$ cat config.mk
export PLATFORM = sky130hd
export DESIGN_NAME = seg_scan_ctrl_flat
export DESIGN_NICKNAME = d
export VERILOG_FILES = /design/src/rtl/seg_scan_if.sv /design/src/rtl/seg_scan_ctrl.sv /design/src/flat_wrapper.sv
export SDC_FILE = /design/constraint.sdc
export NUM_CORES = 1
export LEC_CHECK = 0
export BUFFER_PORTS_ARGS = -buffer_cell sky130_fd_sc_hd__buf_2
export CORE_AREA = 2 2 74 76
export DETAILED_ROUTE_END_ITERATION = 16
export DIE_AREA = 0 0 76 78
export GPL_ROUTABILITY_DRIVEN = 0
export PLACE_DENSITY = 0.72
export SYNTH_ARGS = -nofsm -noshare
export SYNTH_HDL_FRONTEND = slang
export SYNTH_SLANG_ARGS = --single-unit
$ cat constraint.sdc
create_clock -name clk -period 2.7 [get_ports clk]
set_clock_uncertainty 0.1 [all_clocks]
set_input_delay 0.135 -clock clk [delete_from_list [all_inputs] [get_ports clk]]
set_output_delay 0.135 -clock clk [all_outputs]
set_load 0.005 [all_outputs]
$ cat src/rtl/seg_scan_if.sv
`default_nettype none
// ============================================================================
// Module   : seg_scan_if
// Purpose  : Bundles the value handshake and the multiplexed display bus of
//            seg_scan_ctrl.
// Signals  : bin_in    - binary value to display (master -> slave)
//            bin_valid - requester has a value on bin_in (master -> slave)
//            bin_ready - converter idle, handshake accepted (slave -> master)
//            busy      - conversion in progress (slave -> master)
//            seg_out   - 7-segment pattern, bit0=a .. bit6=g (slave -> master)
//            dig_sel   - one-hot digit select, bit0 = ones (slave -> master)
// Revision : 1.0 - initial release
// ============================================================================
interface seg_scan_if #(
    parameter int BIN_WIDTH = 8,
    parameter int BCD_CNT   = 3
);
    logic [BIN_WIDTH-1:0] bin_in;
    logic                 bin_valid;
    logic                 bin_ready;
    logic                 busy;
    logic [6:0]           seg_out;
    logic [BCD_CNT-1:0]   dig_sel;

    modport master (
        output bin_in,
        output bin_valid,
        input  bin_ready,
        input  busy,
        input  seg_out,
        input  dig_sel
    );

    modport slave (
        input  bin_in,
        input  bin_valid,
        output bin_ready,
        output busy,
        output seg_out,
        output dig_sel
    );
endinterface
`default_nettype wire

$ cat src/rtl/seg_scan_ctrl.sv
`default_nettype none
// ============================================================================
// Module   : seg_scan_ctrl
// Purpose  : Front end of the decimal display path. Accepts a binary value
//            over a valid/ready handshake, converts it to BCD with an
//            iterative shift-add-3 engine (one bit per clock), commits the
//            result to a display register and time-multiplexes the shared
//            7-segment bus across the digit selects.
// Ports    : clk     - system clock, rising edge
//            rst     - synchronous, active-high reset
//            scan_if - seg_scan_if.slave: bin_in/bin_valid/bin_ready/busy,
//                      seg_out (registered), dig_sel (registered one-hot)
// Params   : BIN_WIDTH - binary input width (conversion = BIN_WIDTH shifts)
//            BCD_CNT   - digit count, needs 10**BCD_CNT > 2**BIN_WIDTH-1
//            SCAN_DIV  - clocks each digit stays selected, >= 1
//            BLANK_LZ  - 1 blanks leading zero digits (digit 0 never blank)
// Revision : 1.0 - initial release
// ============================================================================
module seg_scan_ctrl #(
    parameter int BIN_WIDTH = 8,
    parameter int BCD_CNT   = 3,
    parameter int SCAN_DIV  = 1000,
    parameter bit BLANK_LZ  = 1'b1
) (
    input wire        clk,
    input wire        rst,
    seg_scan_if.slave scan_if
);

    localparam int BCD_W = 4 * BCD_CNT;
    localparam int CNT_W = $clog2(BIN_WIDTH + 1);
    localparam int PRE_W = (SCAN_DIV > 1) ? $clog2(SCAN_DIV) : 1;
    localparam int IDX_W = (BCD_CNT > 1) ? $clog2(BCD_CNT) : 1;

    localparam logic [1:0] S_IDLE = 2'd0;
    localparam logic [1:0] S_CONV = 2'd1;
    localparam logic [1:0] S_DONE = 2'd2;

    // ------------------------------------------------------------------------
    // Segment decoder, gfedcba. Codes above 9 cannot occur for legal
    // parameter sets and are shown dark.
    // ------------------------------------------------------------------------
    function automatic logic [6:0] seg_decode(input logic [3:0] digit);
        logic [6:0] pattern;
        case (digit)
            4'd0:    pattern = 7'h3F;
            4'd1:    pattern = 7'h06;
            4'd2:    pattern = 7'h5B;
            4'd3:    pattern = 7'h4F;
            4'd4:    pattern = 7'h66;
            4'd5:    pattern = 7'h6D;
            4'd6:    pattern = 7'h7D;
            4'd7:    pattern = 7'h07;
            4'd8:    pattern = 7'h7F;
            4'd9:    pattern = 7'h6F;
            default: pattern = 7'h00;
        endcase
        return pattern;
    endfunction

    // ------------------------------------------------------------------------
    // Conversion FSM
    // ------------------------------------------------------------------------
    logic [1:0]           state_q, state_d;
    logic [BIN_WIDTH-1:0] bin_q, bin_d;
    logic [BCD_W-1:0]     bcd_q, bcd_d;
    logic [BCD_W-1:0]     bcd_adj;
    logic [CNT_W-1:0]     cnt_q, cnt_d;
    logic [BCD_W-1:0]     disp_q, disp_d;
    logic                 ready;
    logic                 busy;
    logic                 last_shift;

    // The final shift is the one taken when BIN_WIDTH-1 shifts are done.
    assign last_shift = (cnt_q == CNT_W'(BIN_WIDTH - 1));

    // State register
    always_ff @(posedge clk) begin
        if (rst) begin
            state_q <= S_IDLE;
        end else begin
            state_q <= state_d;
        end
    end

    // Next-state logic. bin_valid outside IDLE is simply not looked at.
    always_comb begin
        state_d = state_q;
        case (state_q)
            S_IDLE: if (scan_if.bin_valid) state_d = S_CONV;
            S_CONV: if (last_shift)        state_d = S_DONE;
            S_DONE:                        state_d = S_IDLE;
            default:                       state_d = S_IDLE;
        endcase
    end

    // Output logic, purely from state
    always_comb begin
        ready = (state_q == S_IDLE);
        busy  = (state_q == S_CONV) || (state_q == S_DONE);
    end

    assign scan_if.bin_ready = ready;
    assign scan_if.busy      = busy;

    // Add-3 correction: any nibble >= 5 would exceed 9 after doubling.
    always_comb begin
        bcd_adj = bcd_q;
        for (int i = 0; i < BCD_CNT; i++) begin
            if (bcd_q[4*i +: 4] >= 4'd5) begin
                bcd_adj[4*i +: 4] = bcd_q[4*i +: 4] + 4'd3;
            end
        end
    end

    // Datapath next state. The {bcd,bin} pair shifts left as one register;
    // the BCD MSB falling off the top is always zero for legal parameters.
    always_comb begin
        bin_d  = bin_q;
        bcd_d  = bcd_q;
        cnt_d  = cnt_q;
        disp_d = disp_q;
        case (state_q)
            S_IDLE: begin
                if (scan_if.bin_valid) begin
                    bin_d = scan_if.bin_in;
                    bcd_d = '0;
                    cnt_d = '0;
                end
            end
            S_CONV: begin
                bcd_d = {bcd_adj[BCD_W-2:0], bin_q[BIN_WIDTH-1]};
                bin_d = {bin_q[BIN_WIDTH-2:0], 1'b0};
                cnt_d = cnt_q + CNT_W'(1);
            end
            S_DONE: begin
                // Only place the display register changes, so the scanner
                // never observes a half-converted value.
                disp_d = bcd_q;
            end
            default: begin
                bin_d = bin_q;
            end
        endcase
    end

    always_ff @(posedge clk) begin
        if (rst) begin
            bin_q  <= '0;
            bcd_q  <= '0;
            cnt_q  <= '0;
            disp_q <= '0;
        end else begin
            bin_q  <= bin_d;
            bcd_q  <= bcd_d;
            cnt_q  <= cnt_d;
            disp_q <= disp_d;
        end
    end

    // ------------------------------------------------------------------------
    // Display scanner, free running and independent of the FSM
    // ------------------------------------------------------------------------
    logic [PRE_W-1:0]   pre_q, pre_d;
    logic [IDX_W-1:0]   idx_q, idx_d;
    logic [IDX_W-1:0]   idx_nxt;
    logic [BCD_CNT-1:0] sel_q, sel_d;
    logic [6:0]         seg_q, seg_d;
    logic               pre_wrap;
    logic [BCD_CNT-1:0] lz_blank;
    logic               zero_run;
    logic [3:0]         nxt_digit;
    logic               nxt_blank;

    assign pre_wrap = (pre_q == PRE_W'(SCAN_DIV - 1));
    assign idx_nxt  = (idx_q == IDX_W'(BCD_CNT - 1)) ? '0 : idx_q + IDX_W'(1);

    // A digit above the ones position is dark when it and every digit above
    // it are zero; the scan walks from the top down accumulating that.
    always_comb begin
        lz_blank = '0;
        zero_run = 1'b1;
        for (int i = BCD_CNT - 1; i >= 0; i--) begin
            zero_run    = zero_run && (disp_q[4*i +: 4] == 4'd0);
            lz_blank[i] = BLANK_LZ && (i != 0) && zero_run;
        end
    end

    // Select the digit that becomes visible on the next wrap.
    always_comb begin
        nxt_digit = 4'd0;
        nxt_blank = 1'b0;
        for (int i = 0; i < BCD_CNT; i++) begin
            if (idx_nxt == IDX_W'(i)) begin
                nxt_digit = disp_q[4*i +: 4];
                nxt_blank = lz_blank[i];
            end
        end
    end

    // Select and pattern are reloaded on the same edge so they never
    // disagree on the bus.
    always_comb begin
        pre_d = pre_q + PRE_W'(1);
        idx_d = idx_q;
        sel_d = sel_q;
        seg_d = seg_q;
        if (pre_wrap) begin
            pre_d = '0;
            idx_d = idx_nxt;
            sel_d = BCD_CNT'(1) << idx_nxt;
            seg_d = nxt_blank ? 7'h00 : seg_decode(nxt_digit);
        end
    end

    always_ff @(posedge clk) begin
        if (rst) begin
            pre_q <= '0;
            idx_q <= '0;
            sel_q <= BCD_CNT'(1);
            seg_q <= 7'h3F;
        end else begin
            pre_q <= pre_d;
            idx_q <= idx_d;
            sel_q <= sel_d;
            seg_q <= seg_d;
        end
    end

    assign scan_if.dig_sel = sel_q;
    assign scan_if.seg_out = seg_q;

endmodule
`default_nettype wire

$ cat src/flat_wrapper.sv
// flat-port wrapper written by rule: the top's interface ports become plain ports
module seg_scan_ctrl_flat 
#(
    parameter int BIN_WIDTH = 8,
    parameter int BCD_CNT   = 3,
    parameter int SCAN_DIV  = 1000,
    parameter bit BLANK_LZ  = 1'b1
)
  (clk, rst, scan_if_bin_in, scan_if_bin_valid, scan_if_bin_ready, scan_if_busy, scan_if_seg_out, scan_if_dig_sel);
  seg_scan_if #(.BIN_WIDTH(BIN_WIDTH), .BCD_CNT(BCD_CNT)) scan_if_i ();
  input wire clk;
  input wire rst;
  input wire logic [$bits(scan_if_i.bin_in)-1:0] scan_if_bin_in;
  input wire logic [$bits(scan_if_i.bin_valid)-1:0] scan_if_bin_valid;
  output wire logic [$bits(scan_if_i.bin_ready)-1:0] scan_if_bin_ready;
  output wire logic [$bits(scan_if_i.busy)-1:0] scan_if_busy;
  output wire logic [$bits(scan_if_i.seg_out)-1:0] scan_if_seg_out;
  output wire logic [$bits(scan_if_i.dig_sel)-1:0] scan_if_dig_sel;
  assign scan_if_i.bin_in = scan_if_bin_in;
  assign scan_if_i.bin_valid = scan_if_bin_valid;
  assign scan_if_bin_ready = scan_if_i.bin_ready;
  assign scan_if_busy = scan_if_i.busy;
  assign scan_if_seg_out = scan_if_i.seg_out;
  assign scan_if_dig_sel = scan_if_i.dig_sel;
  seg_scan_ctrl #(.BIN_WIDTH(BIN_WIDTH), .BCD_CNT(BCD_CNT), .SCAN_DIV(SCAN_DIV), .BLANK_LZ(BLANK_LZ)) u_core (.clk(clk), .rst(rst), .scan_if(scan_if_i));
endmodule
### Word level (Yosys, flattened, before mapping)

Memories as Yosys holds them, arrays and structs flattened.
Cells that the tools add are included.

| storage, ports and cells | value |
|---|---|
| flip-flop bits (word level) | 60 |
| memory bits (read-only) | 112 |
| output and inout port bits | 12 |
| memories | 1 |

Memory list:

| name | words | bits a word | read ports | clocked after memory_dff | wr ports | line | RTL |
|---|---|---|---|---|---|---|---|
| (no name shown) | 16 | 7 | 1 | 0 | 0 | seg_scan_ctrl.sv:45 | `case (digit)` |

| cells by class | value |
|---|---|
| $add $sub $neg | 6 |
| order comparisons | 3 |
| equal/unequal tests | 9 |
| shifts and indexed selects | 1 |
| muxes and demuxes | 19 |
| reduce and logical (&&, ||, !) cells | 10 |

Operator list:

| kind | number |
|---|---|
| two-way mux 4 bit | 6 |
| one-hot mux 12 bit (2 select lines) | 1 |
| one-hot mux 8 bit (2 select lines) | 1 |
| greater-or-equal comparator 4 x 3 -> 1 bit, second input constant | 3 |
| two-way mux 12 bit | 1 |
| adder 10 x 1 -> 10 bit, second input constant | 1 |
| equality test 10 bit, second input constant | 1 |
| adder 4 x 2 -> 4 bit, second input constant | 2 |
| logical NOT 4 bit | 2 |
| two-way mux 8 bit | 1 |
| one-hot mux 4 bit (2 select lines) | 1 |
| two-way mux 7 bit | 1 |
| equality test 2 bit, second input constant | 3 |
| two-way mux 2 bit | 3 |
| adder 4 x 1 -> 4 bit, second input constant | 1 |
| equality test 2 x 1 -> 1 bit, second input constant | 2 |
| equality test 4 x 3 -> 1 bit, second input constant | 1 |
| logical NOT 2 bit | 2 |
| one-hot mux 2 bit (2 select lines) | 1 |
| AND reduction 2 bit | 2 |
| adder 3 x 2 -> 3 bit, second input constant | 1 |
| two-way mux 3 bit | 1 |
| left shift 1 x 2 -> 3 bit, first input constant | 1 |
| adder 2 x 1 -> 2 bit, second input constant | 1 |
| 7 further kinds | 8 |

### Logic depth before layout (Yosys ltp)

Gate-level depths: netlist of run 1.
An unclocked memory read counts as a cell.

| logic depth | value |
|---|---|
| depth in word-level cells | 8 |
| depth in mapped cells | 8 |

### Least setup slack after synthesis of run 1

Ideal clock, no wire load.

| timing | value |
|---|---|
| path kind | register to register |
| from | register, netlist name u_core.scan_if.dig_sel[1] |
| to | register u_core.seg_q[6], in the netlist u_core.scan_if.seg_out[6] |
| library setup time | 0.075 ns |
| arrival time | 1.905 ns |
| slack | 0.620 ns |
| cell stages (with the launch flop) | 9 |
| buffers on the path | 1 |
| period minus slack after synthesis | 2.080 ns |
| cells stage by stage | dfxtp_1 -> buf_6 -> mux2_1 -> mux2i_1 -> inv_1 -> ha_1 -> or2_1 -> a31o_1 -> o22ai_1 |

RTL lines:

| item | line | RTL |
|---|---|---|
| to (signal assigned) | seg_scan_ctrl.sv:226 | `seg_q <= seg_d;` |
| to (decl) | seg_scan_ctrl.sv:168 | `logic [6:0] seg_q, seg_d;` |

### Worst setup path after layout of run 1

| timing | value |
|---|---|
| from | register u_core.state_q[0] |
| to | register u_core.bcd_q[10] |

| on the way | value |
|---|---|
| longest elaborated chain between the ends | 3 |

RTL lines:

| item | line | RTL |
|---|---|---|
| from (decl) | seg_scan_ctrl.sv:64 | `logic [1:0] state_q, state_d;` |
| from (signal assigned) | seg_scan_ctrl.sv:82 | `state_q <= state_d;` |
| equality test 2 x 1 -> 1 bit / logical NOT 2 bit (equally long branches) | seg_scan_ctrl.sv:123 | `case (state_q)` |
| nonzero test 2 bit (no line) / != test 2 bit (equally long branches) | -- |  |
| AND reduction 2 bit (no line) | -- |  |
| to (signal assigned) | seg_scan_ctrl.sv:150 | `bcd_q <= '0;` |
| to (signal assigned) | seg_scan_ctrl.sv:155 | `bcd_q <= bcd_d;` |
| to (decl) | seg_scan_ctrl.sv:66 | `logic [BCD_W-1:0] bcd_q, bcd_d;` |

Parallel ways exist; a longest one is shown, timed or not.
A chain may end at the register's enable or synchronous reset.

==> results.cfg, run 1 <==
[logic_synthesis]
yosys_warnings = 0
synth_top_flop_cell = dfxtp_1
synthAdderAreaFrac = 0.0714
async_flop_share = 0
yosys.area_share.simple = 0.193
synth_xor_area_frac = 0.0406
synth_top_area_frac = 0.414
muxShareOfSynthArea = 0.0995
synth_top_family_by_area = simple AND/OR/NAND/NOR gates
synth_top_area_cell = dfxtp_1
seq_area_frac_synth = 0.414
syn_avg_cell_area_um2 = 8.77
synth-edff-count = 0
syn_inst = 320
synthTopCellsByArea = dfxtp_1 41%, mux2i_1 8.2%, nor2_1 7.4%
synth_area_mm2 = 0.00281
synth_nets = 347
synth_cell_types = 46
synth_compound_area_frac = 0.139
ys_ff_latch = 58

[floorplan]
ios = 23
die_y_um = 78
rows = 26
die_width_um = 76
dieArea_mm2 = 0.00593
start_util = 0.556
coreArea_mm2 = 0.00504

[run]
maxCapViolCount = 0

[place]
hpwlAfterDp_um = 3640
portBuffers = 22

[cells_and_area]
drive_gt1_frac = 0.124
nets = 370
antenna_cells = 0
area_growth_pct = 11.3

[clock_tree]
postCtsSetupBuffers = 0
cts_tree = yes
cts_inserted_buffers = 9
cts.sinks = 58
cts.clk_slew.worst_paths_ns = 0.06
cts_resized = 0
cts-htree-levels = 3
insertion_delay_ns = 0.33
clockBufferDepth = 2
root_buffer = clkbuf_8

[hold_path]
min_path_type = in -> reg
holdPathStages = 3

[setup_path]
worst-r2r-cell-count = 5
worstSetupStartpointType = register
crit_type = reg -> reg
slowest_stage = o21ai_1
crit_path_max_fanout = 16
cp.arrival_ns = 2.36
cp.required_ns = 2.87
cp_slowest_stage_delay_ns = 0.93
cp_cell_sequence = inv_1, ha_1, o21ai_1, a22oi_1, nor2_1
critical_path.endpoint_type = register

[grt]
grt_pass1_vias = 2036
grt_start_max_net_pins = 34
grt_pass1_wl_um = 9180
grt_usage = 0.193
antenna_found_initial = 0
overflow = 0

[pwr]
ir_drop_uv = 351
power_leakage_uw = 0.00122
power_density_mw_per_mm2 = 532

[sta]
setup_viol = 0
fmax_mhz = 455
max_slew_margin = 0.237
fin_hold_ws_ns = 0.0350
period_minus_slack_ns = 2.20
rsz0062_at_grt = no
fin_crit_sh = 0.814
finalSetupTns_ns = 0
hold_violations = 0
slew_violations = 0
worst_slew_pin_slew_ns = 1.14

[detailed_routing]
detail_route.wl_per_cell_um = 12.6
drt_wl_total_um = 5260
drtPass1Iterations = 4
antenna_left = 0
drc = 0
first_iter_violations = 133
vias = 2203
drt-vias-per-instance = 5.28

[run_status]
status = complete, no violations
## final timing paths
| path | start | endpoint | slack [ns] |
|---|---|---|---|
| max | u_core.state_q[0]$_SDFFE_PP0P_ | u_core.bcd_q[10]$_SDFFE_PP0P_ | 0.50 |
| min | scan_if_bin_in[1] | u_core.bin_q[1]$_SDFFE_PP0P_ | 0.03 |
| max reg2reg | u_core.state_q[0]$_SDFFE_PP0P_ | u_core.bcd_q[10]$_SDFFE_PP0P_ | 0.50 |
| min reg2reg | u_core.pre_q[0]$_SDFF_PP0_ | u_core.pre_q[0]$_SDFF_PP0_ | 0.35 |
## metal layers
metal / up-vias / track usage / wire (um)
met5: - / 0 / 0
met4: 0 / 0.100 / 67
met3: 8 / 0.0430 / 145
met2: 27 / 0.304 / 2390
met1: 1005 / 0.250 / 2660
li1: 1163 / - / -
## layout make-up
type                    count  area (um^2)
clock inverters             4         20.0
flip-flops and latches     58         1160
multi-input cells         234         1520
well taps                  70         87.6
clock buffers              11          131
fillers                   477         1920
repair buffers             27          150
inverters                  13         48.8
## state kept, by name, summed over array words and instances (netlist names)
register and flops:
u_core.pre_q 10, u_core.state_q 2, u_core.scan_if.dig_sel 3, u_core.scan_if.seg_out 7, u_core.cnt_q 4, u_core.bcd_q 12
u_core.bin_q 8, u_core.disp_q 12
## placed cells by master, fill, tap and decap left out, types with 5 or more instances in the layout
cell,count
dfxtp_1,58
inv_1,12
a21oi_1,18
nand2b_1,8
mux2i_1,23
nor2_1,55
ha_1,16
a22oi_1,7
o21ai_0,5
nor3_1,11
o21ai_1,12
buf_2,22
nand2_1,17
xnor2_1,9
clkbuf_8,9
## synth_stat cells (all sizes together) (7+ instances only)
| cell | n |
|---|---|
| clkbuf | 7 |
| dfxtp | 58 |
| ha | 16 |
| nand2b | 8 |
| buf | 8 |
| mux2i | 24 |
| nand2 | 17 |
| nor2 | 56 |
| nor3 | 11 |
| xnor2 | 9 |
| inv | 13 |
| a21oi | 18 |
| a22oi | 7 |
| o21ai | 17 |
## critical path, delay by kind of cell (launching register included)
| kind | cells | cell delay (ns) |
|---|---|---|
| simple gates | 1 | 0.12 |
| flops | 1 | 0.37 |
| fa+ha+maj | 1 | 0.32 |
| compound gates | 2 | 1.15 |
| buf+inv | 1 | 0.07 |
## stage by stage
step           cells  worst slack, ns  power, uW  cell area, um^2  utilization
5_1_grt          417            0.246       1740             3120        0.619
3_3_place_gp     401            0.599       1040             2960        0.587
2_1_floorplan    320            0.620       1010             2810            -
6_report         417            0.503       1660             3120        0.619
3_5_place_dp     401            0.513       1040             2960        0.587
4_1_cts          417            0.489       1680             3120        0.619
## power by group
| group | switching [uW] | internal [uW] | total (uW) |
|---|---|---|---|
| clock | 317 | 321 | 638 |
| sequential | 14.6 | 879 | 893 |
| combinational | 82.6 | 47.1 | 130 |
| total | 414 | 1250 | 1660 |
## logic make-up (layout without fill, tap and decap cells)
kind of cell,after synthesis,count (layout)
flip-flops,58,58
adder cells (fa/ha/maj),16,16
multiplexers,26,26
AND/OR/NAND/NOR,116,116
XOR/XNOR,13,13
AO/OA/AOI/OAI,63,63
buffers and inverters,28,55
## what timing repair did
item	4_1_cts	5_1_grt
hold endpoints to repair	1	0
hold buffers	1	0
endpoints found under the setup margin	0	0
Note: power is estimated with default switching activity, not from simulation.
==> run 2: changes to the inputs <==
Clock period 2.7 ns to 2.1 ns, I/O delays scaled along.
==> results.cfg, run 2 (synthesis results as in run 1) <==
[clock_tree]
cts_tree = yes
insertion_delay_ns = 0.33
cts-htree-levels = 3
cts.sinks = 58
clockBufferDepth = 2
root_buffer = clkbuf_8
cts.clk_slew.worst_paths_ns = 0.06
cts_inserted_buffers = 9

[cells_and_area]
final_common_cell = dfxtp_1
regArea_mm2 = 0.00116
num-fill-cells = 436
layout_common_cells = 58 x dfxtp_1, 55 x nor2_1, 23 x mux2i_1, 22 x buf_2, 18 x a21oi_1
final_area_mm2 = 0.00324
reg_top3 = u_core.bcd_q: 12 flops, u_core.disp_q: 12 flops, u_core.pre_q: 10 flops
multiInputGateArea_mm2 = 0.00152
drive_gt1_frac = 0.135
area_growth_pct = 15.4
antenna_cells = 0
nets = 378
fin_util = 0.642

[sta]
rsz0062_at_grt = no
worst_slew_pin_slew_ns = 0.497
finalSetupTns_ns = 0
period_minus_slack_ns = 1.87
hold_violations = 0
max_slew_margin = 0.669
slew_violations = 0
fmax_mhz = 535
setup_viol = 0
fin_crit_sh = 0.890

[grt]
grt_pass1_wl_um = 9520
grt_start_max_net_pins = 40
grt_usage = 0.199
antenna_found_initial = 0
grt_pass1_vias = 2155
overflow = 0

[setup_path]
rr_startpoint = u_core.scan_if.dig_sel[1]$_SDFFE_PP0P_
cp.required_ns = 2.26
cp.arrival_ns = 2.03
worstReg2RegEnd = u_core.scan_if.seg_out[6]$_SDFFE_PP0P_
worstSetupStartpointType = register
startpoint = u_core.scan_if.dig_sel[1]$_SDFFE_PP0P_
reg2reg_slack_ns = 0.23
crit_type = reg -> reg
worst-r2r-cell-count = 7
critical_path.endpoint_type = register
crit_path_max_fanout = 2

[floorplan]
ios = 23
start_util = 0.556
die_width_um = 76
dieArea_mm2 = 0.00593
die_y_um = 78
coreArea_mm2 = 0.00504
rows = 26

[pwr]
power_density_mw_per_mm2 = 728
ir_drop_uv = 514
power_leakage_uw = 0.00128

[run_status]
status = complete, no violations

[detailed_routing]
drt_wl_total_um = 5340
antenna_left = 0
drtPass1Iterations = 4
drt-vias-per-instance = 5.31
drc = 0
detail_route.wl_per_cell_um = 12.5
vias = 2260
first_iter_violations = 156

[hold_path]
worst_hold_path.endpoint = u_core.bin_q[5]$_SDFFE_PP0P_
min-delay-start = scan_if_bin_in[5]
holdPathStages = 3
min_path_type = in -> reg

[run]
maxCapViolCount = 0

[place]
portBuffers = 22
placed_area_mm2 = 0.00300
hpwlAfterDp_um = 3680
## run 2: worst max-delay path by stage
| stage | to | slack [ns] | cells past startpoint |
|---|---|---|---|
| final | u_core.scan_if.seg_out[6]$_SDFFE_PP0P_ | 0.23 | 7 |
| after floorplan | u_core.scan_if.seg_out[6]$_SDFFE_PP0P_ | 0.02 | 8 |
| after global placement | u_core.scan_if.seg_out[6]$_SDFFE_PP0P_ | 0.30 | 7 |
| after global routing | u_core.bcd_q[6]$_SDFFE_PP0P_ | 0.14 | 5 |
| after detailed placement | u_core.scan_if.seg_out[6]$_SDFFE_PP0P_ | 0.24 | 7 |
| after CTS | u_core.scan_if.seg_out[6]$_SDFFE_PP0P_ | 0.22 | 7 |
## run 2: metal layers
layer	part of all wire	up-vias	GRT usage
li1	-	1171	-
met1	0.48	1039	0.252
met2	0.47	44	0.318
met3	0.038	6	0.0547
met4	0.012	0	0.0909
met5	0	-	0
## run 2: where the power goes
part	switching (uW)	internal [uW]	total, uW
clock	416	612	1030
combinational	109	70.6	179
sequential	18.6	1130	1150
total	543	1810	2360
## run 2: what timing repair did
action                                 4_1_cts  5_1_grt
hold buffers                                 4        0
setup buffers                                0        0
endpoints found under the hold margin        5        0
gates resized for setup                      0        0
## run 2: area by class of cell
class | count | area share
Clock buffer | 14 | 0.0503
Inverter | 13 | 0.0151
Clock inverter | 2 | 0.0108
Timing Repair Buffer | 35 | 0.0673
Sequential cell | 58 | 0.359
Multi-Input combinational cell | 234 | 0.471
Tap cell | 70 | 0.0271
## run 2: stage by stage
step	cells	power (uW)	hold WS (ns)	worst slack, ns
3_5_place_dp	406	1350	0.302	0.240
2_1_floorplan	320	1290	0.174	0.0198
4_1_cts	426	2390	0.00195	0.225
3_3_place_gp	406	1340	0.301	0.297
5_1_grt	426	2460	0.0374	0.137
6_report	426	2360	0.0179	0.230
## run 2: critical path, stage by stage, from the launching register on
cell and delay [ns]:
dfxtp_1 0.33, mux2_1 0.32, mux2i_1 0.18, inv_1 0.09, ha_1 0.20, or2_1 0.24, a31o_1 0.22, o22ai_1 0.11
==> run 3: changes to the inputs <==
Settings changed: ABC_AREA from default to 1, CORE_AREA 2 2 74 76 to 2 2 75 77, DIE_AREA 0 0 76 78 to 0 0 77 79, PLACE_DENSITY 0.72 to 0.71.
==> results.cfg, run 3 <==
[place]
dpl.cell_count = 480
portBuffers = 22
hpwlAfterDp_um = 4080

[setup_path]
crit_path_max_fanout = 8
cp.arrival_ns = 2.08
cp.required_ns = 2.27
crit_type = reg -> reg
worstReg2RegEnd = u_core.scan_if.seg_out[0]$_SDFFE_PP1P_
rr_startpoint = u_core.scan_if.dig_sel[2]$_SDFFE_PP0P_
critical_path.endpoint_type = register
reg2reg_slack_ns = 0.20
worstSetupStartpointType = register
worst-r2r-cell-count = 11

[sta]
setup_viol = 0
fin_crit_sh = 0.905
max_slew_margin = 0.763
period_minus_slack_ns = 1.90
worst_slew_pin_slew_ns = 0.354
hold_violations = 0
fin_hold_ws_ns = 0.0702
slew_violations = 0
fmax_mhz = 526

[cells_and_area]
reg_top3 = u_core.bcd_q: 12 flops, u_core.disp_q: 12 flops, u_core.pre_q: 10 flops
instances_no_fill = 502
final_common_cell = nand2_1
antenna_cells = 0
drive_gt1_frac = 0.151
nets = 454
area_growth_pct = 16.5
fin_util = 0.624
layout_common_cells = 91 x nand2_1, 58 x dfxtp_1, 43 x a21oi_1, 38 x nor2_1, 36 x inv_1

[logic_synthesis]
syn_avg_cell_area_um2 = 7.30
synthTopCellsByArea = dfxtp_1 41%, nand2_1 12%, a21oi_1 7.5%
synth_nets = 419
ys_top_cells_by_count = 91 x nand2_1, 58 x dfxtp_1, 43 x a21oi_1, 38 x nor2_1, 36 x inv_1
synth_cell_types = 33
seq_area_frac_synth = 0.406
synth_top_flop_cell = dfxtp_1
syn_inst = 392
async_flop_share = 0
synth_top_area_frac = 0.406
ys_ff_latch = 58
synth_top_area_cell = dfxtp_1
synth-edff-count = 0
synth_most_common_cell = nand2_1
synth_area_mm2 = 0.00286
yosys_warnings = 0

[clock_tree]
insertion_delay_ns = 0.33
cts_tree = yes
cts-htree-levels = 3
cts_inserted_buffers = 9
clockBufferDepth = 2
cts.sinks = 58
root_buffer = clkbuf_8
cts.clk_slew.worst_paths_ns = 0.06

[grt]
grt_pass1_wl_um = 10300
grt_start_max_net_pins = 26
grt_pass1_vias = 2430
antenna_found_initial = 0
overflow = 0
grt_usage = 0.208

[detailed_routing]
antenna_left = 0
detail_route.wl_per_cell_um = 11.7
vias = 2556
drt-vias-per-instance = 5.09
drt_wl_total_um = 5850
first_iter_violations = 118
drtPass1Iterations = 5
drc = 0

[floorplan]
die_y_um = 79
dieArea_mm2 = 0.00608
coreArea_mm2 = 0.00534
rows = 27
ios = 23
die_width_um = 77
start_util = 0.536

[pwr]
p_clk_frac = 0.313
power_density_mw_per_mm2 = 1050
power_leakage_uw = 0.00142
ir_drop_uv = 699
p_sw_uw = 1190
p_sw_frac = 0.340
p_int_uw = 2320
p_seq_frac = 0.392
p_comb_frac = 0.295

[hold_path]
min-delay-start = scan_if_bin_valid
worst_hold_path.endpoint = u_core.state_q[1]$_SDFFE_PP0P_
holdPathStages = 4
min_path_type = in -> reg

[run_status]
status = complete, no violations

[run]
maxCapViolCount = 0
-- run 3: power by group through the flow --
stage | clock, uW | sequential, uW | combinational (uW)
6_report | 1100 | 1380 | 1040
5_1_grt | 1160 | 1390 | 1200
4_1_cts | 1120 | 1370 | 1040
3_5_place_dp | 0 | 1400 | 1020
3_3_place_gp | 0 | 1390 | 1010
2_1_floorplan | 0 | 1370 | 843
-- run 3: through the flow --
step	TNS, ns	power (uW)	setup slack [ns]	instance area (um^2)
after global placement	0	2400	0.282	3040
after detailed placement	0	2420	0.200	3040
after global routing	-0.00512	3760	-0.00512	3330
final	0	3510	0.199	3330
after CTS	0	3530	0.158	3330
after floorplan	0	2210	0.384	2860
-- run 3: timing repair --
| item | in CTS | in global routing |
|---|---|---|
| setup endpoints to repair | 0 | 1 |
| hold buffers | 8 | 0 |
| endpoints found under the hold margin | 8 | 0 |
| resized for setup | 0 | 1 |
| buffers inserted | 0 | 0 |
-- run 3: logic make-up after synthesis --
logic type | share of synthesized area
compound gates | 0.170
buf+inv | 0.0783
flops | 0.406
simple gates | 0.264
xor+xnor | 0.0122
fa+ha+maj | 0.0700
-- run 3: worst max-delay path by stage --
stage | startpoint | to | slack [ns] | depth (start not counted)
floorplan | u_core.scan_if.dig_sel[2]$_SDFFE_PP0P_ | u_core.scan_if.seg_out[0]$_SDFFE_PP1P_ | 0.38 | 11
global placement | u_core.scan_if.dig_sel[2]$_SDFFE_PP0P_ | u_core.scan_if.seg_out[0]$_SDFFE_PP1P_ | 0.28 | 11
detailed placement | u_core.scan_if.dig_sel[2]$_SDFFE_PP0P_ | u_core.scan_if.seg_out[0]$_SDFFE_PP1P_ | 0.20 | 11
CTS | u_core.scan_if.dig_sel[2]$_SDFFE_PP0P_ | u_core.scan_if.seg_out[0]$_SDFFE_PP1P_ | 0.16 | 11
global route | u_core.scan_if.dig_sel[2]$_SDFFE_PP0P_ | u_core.scan_if.seg_out[0]$_SDFFE_PP1P_ | -0.005 | 11
finish | u_core.scan_if.dig_sel[2]$_SDFFE_PP0P_ | u_core.scan_if.seg_out[0]$_SDFFE_PP1P_ | 0.20 | 11
-- run 3: critical path, cell delays in order, from the launching register on --
cell,delay (ns)
dfxtp_1,0.47
inv_2,0.10
nand2_1,0.14
nor2_1,0.09
nor3_4,0.20
inv_1,0.10
ha_1,0.22
nor2_1,0.16
nor2_1,0.05
o21ai_0,0.08
nand2_1,0.07
nand2_1,0.05
-- run 3: area by class of cell --
| class | instances | area [um^2] |
|---|---|---|
| Sequential cell | 58 | 1160 |
| Inverter | 42 | 158 |
| Multi-Input combinational cell | 280 | 1480 |
| Tap cell | 72 | 90.1 |
| Clock buffer | 11 | 141 |
| Timing Repair Buffer | 36 | 235 |
| Fill cell | 518 | 2000 |
| Clock inverter | 3 | 65.1 |
-- run 3: metal layers --
layer / vias to the layer above / part of all wire / GRT usage
li1: 1344 / - / -
met1: 1158 / 0.49 / 0.258
met2: 45 / 0.47 / 0.353
met3: 9 / 0.030 / 0.0375
met4: 0 / 0.018 / 0.0946
met5: - / 0 / 0
